**src/rtl/hub75_frame_scanner.sv**
```systemverilog
// hub75_frame_scanner: double-buffered palette frame store scanned out to a HUB75 panel, two rows at a time
module hub75_frame_scanner #(
  parameter int ROWS  = 32,
  parameter int COLS  = 32,
  parameter int PIX_W = 2,
  parameter int DWELL = 64
) (
  input  logic                      clk,
  input  logic                      reset,
  input  logic                      wr_en,
  input  logic [$clog2(ROWS)-1:0]   wr_row,
  input  logic [$clog2(COLS)-1:0]   wr_col,
  input  logic [PIX_W-1:0]          wr_pix,
  input  logic                      swap_req,
  output logic                      swap_ack,
  input  logic [3*2**PIX_W-1:0]     pal,
  output logic                      r0,
  output logic                      g0,
  output logic                      b0,
  output logic                      r1,
  output logic                      g1,
  output logic                      b1,
  output logic                      sclk_out,
  output logic [$clog2(ROWS/2)-1:0] a,
  output logic                      lch,
  output logic                      blank,
  output logic                      frame_done
);
  localparam int RW = $clog2(ROWS);
  localparam int CW = $clog2(COLS);
  localparam int AW = $clog2(ROWS / 2);
  localparam int DW = $clog2(DWELL + 1);
  typedef enum logic [1:0] {SHIFT, BLANK, LATCH, DISPLAY} state_t;
  state_t state_q, state_d;
  logic [AW-1:0] row_q, row_d, a_q, a_d;
  logic [CW-1:0] col_q, col_d;
  logic [DW-1:0] dwell_q, dwell_d;
  logic phase_q, phase_d, front_q, front_d, pend_q, pend_d;
  logic [2:0] rgb0_q, rgb0_d, rgb1_q, rgb1_d;
  logic sclk_q, sclk_d, lch_q, lch_d, blank_q, blank_d, done_q, done_d, ack_q, ack_d;
  logic [PIX_W-1:0] bank_mem [2][ROWS][COLS];
  logic [2:0] pal_e [2**PIX_W];
  logic [RW-1:0] bot_row;
  logic last_col, last_dwell, last_row, eof, swap, wr_ok;
  for (genvar i = 0; i < 2**PIX_W; i++) assign pal_e[i] = pal[3*i +: 3];
  assign wr_ok = wr_en && 32'(wr_row) < ROWS && 32'(wr_col) < COLS;
  // Pixel writes always land in the back bank; contents survive reset
  always_ff @(posedge clk)
    if (wr_ok) bank_mem[!front_q][wr_row][wr_col] <= wr_pix;
  // Scan sequencing, swap handshake and next values of the registered panel outputs
  always_comb begin
    last_col   = col_q == CW'(COLS - 1);
    last_dwell = dwell_q == DW'(DWELL - 1);
    last_row   = row_q == AW'(ROWS / 2 - 1);
    eof        = state_q == DISPLAY && last_dwell && last_row;
    swap       = eof && (pend_q || swap_req);
    bot_row    = RW'(row_q) + RW'(ROWS / 2);
    state_d    = state_q == SHIFT ? (phase_q && last_col ? BLANK : SHIFT) :
                 state_q == BLANK ? LATCH : state_q == LATCH ? DISPLAY :
                 last_dwell ? SHIFT : DISPLAY;
    phase_d    = state_q == SHIFT && !phase_q;
    col_d      = state_q == SHIFT && phase_q ? (last_col ? '0 : col_q + CW'(1)) : col_q;
    dwell_d    = state_q == DISPLAY && !last_dwell ? dwell_q + DW'(1) : '0;
    row_d      = state_q == DISPLAY && last_dwell ? (last_row ? '0 : row_q + AW'(1)) : row_q;
    front_d    = front_q ^ swap;
    pend_d     = !swap && (pend_q || swap_req);
    rgb0_d     = state_q == SHIFT && !phase_q ? pal_e[bank_mem[front_q][RW'(row_q)][col_q]] : rgb0_q;
    rgb1_d     = state_q == SHIFT && !phase_q ? pal_e[bank_mem[front_q][bot_row][col_q]] : rgb1_q;
    sclk_d     = state_q == SHIFT && phase_q;
    lch_d      = state_q == LATCH;
    a_d        = state_q == LATCH ? row_q : a_q;
    blank_d    = state_q == BLANK ? 1'b1 : state_q == DISPLAY ? 1'b0 : blank_q;
    done_d     = eof;
    ack_d      = swap;
  end
  // State and output registers; reset aborts the current row and darkens the panel
  always_ff @(posedge clk or posedge reset)
    if (reset) begin
      state_q <= SHIFT;
      row_q   <= '0;
      col_q   <= '0;
      dwell_q <= '0;
      phase_q <= 1'b0;
      front_q <= 1'b0;
      pend_q  <= 1'b0;
      rgb0_q  <= '0;
      rgb1_q  <= '0;
      sclk_q  <= 1'b0;
      lch_q   <= 1'b0;
      a_q     <= '0;
      blank_q <= 1'b1;
      done_q  <= 1'b0;
      ack_q   <= 1'b0;
    end else begin
      state_q <= state_d;
      row_q   <= row_d;
      col_q   <= col_d;
      dwell_q <= dwell_d;
      phase_q <= phase_d;
      front_q <= front_d;
      pend_q  <= pend_d;
      rgb0_q  <= rgb0_d;
      rgb1_q  <= rgb1_d;
      sclk_q  <= sclk_d;
      lch_q   <= lch_d;
      a_q     <= a_d;
      blank_q <= blank_d;
      done_q  <= done_d;
      ack_q   <= ack_d;
    end
  assign {r0, g0, b0} = rgb0_q;
  assign {r1, g1, b1} = rgb1_q;
  assign sclk_out   = sclk_q;
  assign lch        = lch_q;
  assign a          = a_q;
  assign blank      = blank_q;
  assign frame_done = done_q;
  assign swap_ack   = ack_q;
endmodule

```
**config.mk**
```make
export PLATFORM = sky130hd
export DESIGN_NAME = hub75_frame_scanner
export DESIGN_NICKNAME = d
export VERILOG_FILES = /design/src/rtl/hub75_frame_scanner.sv
export SDC_FILE = /design/constraint.sdc
export NUM_CORES = 2
export LEC_CHECK = 0
export CORE_ASPECT_RATIO = 1.5
export CORE_MARGIN = 1
export CORE_UTILIZATION = 55
export CTS_CLUSTER_DIAMETER = 200
export DETAILED_ROUTE_END_ITERATION = 7
export GPL_ROUTABILITY_DRIVEN = 0
export PLACE_DENSITY = 0.69
export SLEW_MARGIN = 20
export SYNTH_ARGS = -nofsm -noshare
export SYNTH_HDL_FRONTEND = slang
export SYNTH_SLANG_ARGS = --single-unit
```
**constraint.sdc**
```tcl
create_clock -name clk -period 4.6 [get_ports clk]
set_input_delay 0.69 -clock clk [delete_from_list [all_inputs] [get_ports clk]]
set_output_delay 0.69 -clock clk [all_outputs]
set_load 0.005 [all_outputs]
```
==> key figures <==
Routing
  – Routed Antenna Nets: 0
  – Initial DRC count: between 10000 and 15000
  – DR DRC count: 0
  – DR vias: roughly 94000
  – Initial DRT Pass Iterations: 8
  – WL/cell: about 37 µm
  – Mean number of vias per cell: roughly 6.8
  – Post-Route WL: 505 mm

Clock network
  – Root Buffer: clkbuf_16
  – CTS sink count: 4132
  – CTS H-tree depth: 5
  – Worst-case clock buffer depth: 4
  – Clk slew on worst S/H paths: 70 ps
  – CTS tree: built
  – Clock Latency Late Sink: about 910 ps
  – Total CTS buffers: roughly 370

Cells and area
  – Layout area overhead: 11.9%
  – Layout cells sized above 1: about a quarter
  – Final nets: between 9000 and 10000

Setup path
  – Delay-heaviest family, CP: compound AO/OA/AOI/OAI gates
  – Arrival time worst endpoint: 5380 ps
  – Critical Path Sink Type: register
  – Worst stage delay on the critical path: ~610 ps
  – Worst Path Buf+Inv: 4
  – Worst reg2reg endpoint: rgb1_q[0]
  – Reg-to-reg critical path startpoint: front_q
  – Critical path cell sequence: buf_4 > buf_12 > buf_4 > buf_4 > mux4_2 > nor3_1 > nor3_1 > o32ai_1 > nand3_1 > o2bb2ai_1 > a32oi_4 > mux2i_1 > o221ai_1
  – CP startpoint kind: register
  – WS Path Type: register to register
  – R2R Setup Slk: -6 ps
  – Worst EP required: 5380 ps
  – Cell depth of the worst flop-to-flop path: 13
  – Critical-path maximum fanout: 14
  – Most numerous cell on the critical path: buf_4
  – Worst path slowest cell: mux4_2

Timing
  – Relative slew slack: roughly 14%
  – Final setup margin: -5.86 ps
  – Worst Skew: about 30 ps
  – Max Fclk: about 0.22 GHz
  – Setup-failing EPs final: 1
  – Setup TNS: -5.86 ps
  – Fin crit share: 100%
  – Minimum clock period: 4610 ps
  – Slew @ Worst Pin: between 1000 and 1500 ps
  – Max Slew Vio Count: 0
  – Final Hold Fails: 0

GRT
  – Initial antenna violation count: 21
  – Largest net degree at the start of global routing: roughly 250
  – Total global routing track utilization: between 30% and 40%
  – First-pass GRT wire length: just over 700 mm
  – Vias in the first global route: 95056
  – GRT Residual Overflow: 0

Worst hold path
  – Hold Path Depth: 1
  – Worst hold-check path type: input port to register
  – Worst Hold End: bank_mem[0][782]
  – Worst hold start: wr_pix[0]

Logic synthesis
  – Commonest register cell after synthesis: edfxtp_1
  – Mapped cell area: between 150000 and 200000 µm²
  – Syn. warnings: 0
  – Cell variety after synth: 75
  – Syn Nets: 9261
  – Mean post-synth cell area: roughly 18 µm²
  – Seq cells post-synth: 4132
  – Gate Count Post-Synth: between 9000 and 10000
  – Post-synth EDFFs: about 4000
  – Ys async rst share: 0.871%
  – Sequential share of the synthesized area: approximately three quarters

Run status
  – Status: complete, but fails checks
  – Failing checks: negative setup slack

Floorplan
  – IO Count: 43
  – Core Area: about 300000 µm²
  – Die W: between 400 and 500 µm
  – Initial Util: about 55%
  – Die area: roughly 300000 µm²
  – DIE HEIGHT: roughly 680 µm
  – Std cell rows: approximately 250

Power
  – VDD IR-drop max: 279 µV
  – Static Leak: ~58 nW
  – PnR Total Power: 73.0 mW
  – Pwr/cell area: approximately 390 nW/µm²

Placed design
  – Port bufs: 42
  – Setup WS pre-CTS: -411 ps
  – DPL Wire Length: between 300 and 400 mm

Run
  – Max-Cap Viols: 0
==> where the power goes <==
group | internal, mW | switching [mW] | total, mW
registers | 41.4 | 0.00793 | 41.4
logic | 0.127 | 0.903 | 1.03
clock network | 17.0 | 13.6 | 30.6
total | 58.5 | 14.5 | 73.0
==> through the flow <==
stage	utilization, %	std cells	hold slack [ps]	cell area [µm²]
3_3_place_gp	57.9	13073	436	176000
5_1_grt	61.8	13725	243	188000
4_1_cts	61.8	13720	222	188000
6_report	61.8	13743	238	188000
2_1_floorplan	-	9229	423	168000
3_5_place_dp	57.9	13074	446	176000
==> Yosys cell counts, drive strengths merged, types with 3 or more instances <==
cell / n / area [µm²]
a2111oi: 9 / 80.1
a211oi: 13 / 97.6
a21oi: 63 / 315
a221oi: 18 / 158
a22o: 7 / 61.3
a22oi: 131 / 983
a311o: 3 / 30.0
a311oi: 5 / 43.8
a31oi: 15 / 93.8
a32o: 3 / 30.0
a32oi: 9 / 97.6
and2: 16 / 100
and3: 15 / 93.8
and3b: 6 / 52.6
buf: 237 / 1430
clkbuf: 500 / 1880
dfrtp: 35 / 876
edfxtp: 4096 / 123000
ha: 4 / 50.1
inv: 21 / 78.8
mux2: 27 / 304
mux2i: 205 / 2050
mux4: 1106 / 24900
nand2: 232 / 871
nand2b: 15 / 93.8
nand3: 63 / 315
nand3b: 3 / 22.5
nand4: 6 / 37.5
nor2: 2102 / 7890
nor2b: 25 / 156
nor3: 39 / 195
nor3b: 7 / 52.6
nor4: 11 / 68.8
o2111ai: 3 / 26.3
o211ai: 11 / 82.6
o21ai: 43 / 215
o221ai: 15 / 131
o22ai: 30 / 188
o311ai: 3 / 26.3
o31ai: 13 / 97.6
o32ai: 9 / 78.8
o41ai: 7 / 61.3
or2: 11 / 68.8
or3: 3 / 18.8
xnor2: 5 / 43.8
==> layout make-up <==
| cell class | instances | area (µm²) |
|---|---|---|
| flip-flops and latches | 4132 | 124000 |
| fillers | 20932 | 116000 |
| multi-input cells | 4338 | 40900 |
| clock buffers | 438 | 9610 |
| repair buffers | 591 | 6150 |
| well taps | 4000 | 5000 |
| clock inverters | 203 | 2010 |
| inverters | 22 | 91.3 |
| diodes | 19 | 47.5 |
==> worst max-delay path by stage <==
stage	startpoint	to	cells after the start
after global placement	front_q	rgb1_q[1]	14
after floorplan	front_q	rgb1_q[0]	14
after global routing	front_q	rgb1_q[0]	13
after CTS	front_q	rgb1_q[0]	12
after detailed placement	front_q	rgb1_q[2]	12
final	front_q	rgb1_q[0]	13
==> flip-flops by register name, indices dropped and copies added (netlist names), 2 cells and up <==
signal    cells
a             4
state_q       2
rgb0_q        3
rgb1_q        3
bank_mem   4096
dwell_q       7
col_q         5
row_q         4
==> routing by layer <==
metal	share of wire (%)	GRT usage (%)	vias to the layer above	wire (µm)
met5	0.011	0	-	58
met1	32	40.8	49039	163000
met2	48	53.1	6155	243000
li1	-	-	36788	-
met4	8.2	21.5	8	41700
met3	11	6.88	1621	57000
==> placed cells by master (no fill, tap or decap), types with 33 or more instances in the layout <==
cell type        synthesis  routed
a21oi_1                 63      63
a22oi_1                131     131
buf_12                   0     123
buf_4                   67     423
bufinv_16                0      38
clkbuf_1               500      63
clkbuf_16                0     375
clkdlybuf4s50_1          0      39
clkinv_1                 1      77
clkinv_2                 0      49
edfxtp_1              4096    4096
mux2i_1                205     205
mux4_2                1106    1106
nand2_1                232     177
nand2_2                  0      55
nand3_2                  0      33
nor2_1                2102    2097
nor3_1                  39      37
o21ai_0                 42      39
==> cell families (layout without fill, tap and decap cells) <==
group / count (synthesis) / in the layout / synth area share [%]
fa+ha+maj: 4 / 4 / 0.0298
other cells: 0 / 19 / 0
flops: 4132 / 4132 / 73.8
buf+inv: 759 / 1254 / 2.02
simple gates: 2560 / 2560 / 6.01
xor+xnor: 6 / 6 / 0.0313
compound gates: 430 / 430 / 1.83
mux: 1338 / 1338 / 16.2
==> worst register-to-register path: cells and delay by family (launching register included) <==
kind	cells	cell delay, ps
and+or+nand+nor	3	460
DFF	1	550
muxes	2	950
AOI/OAI and AO/OA	4	1550
buffers and inverters	4	960
==> timing repair <==
action | in CTS | in global routing
buffers inserted | 5 | 3
gates resized for setup | 1 | 6
cloned | 0 | 1
setup endpoints to repair | 6 | 6
hold buffers | 0 | 0
pin swaps | 0 | 1
Note: power is estimated with default switching activity, not from simulation.
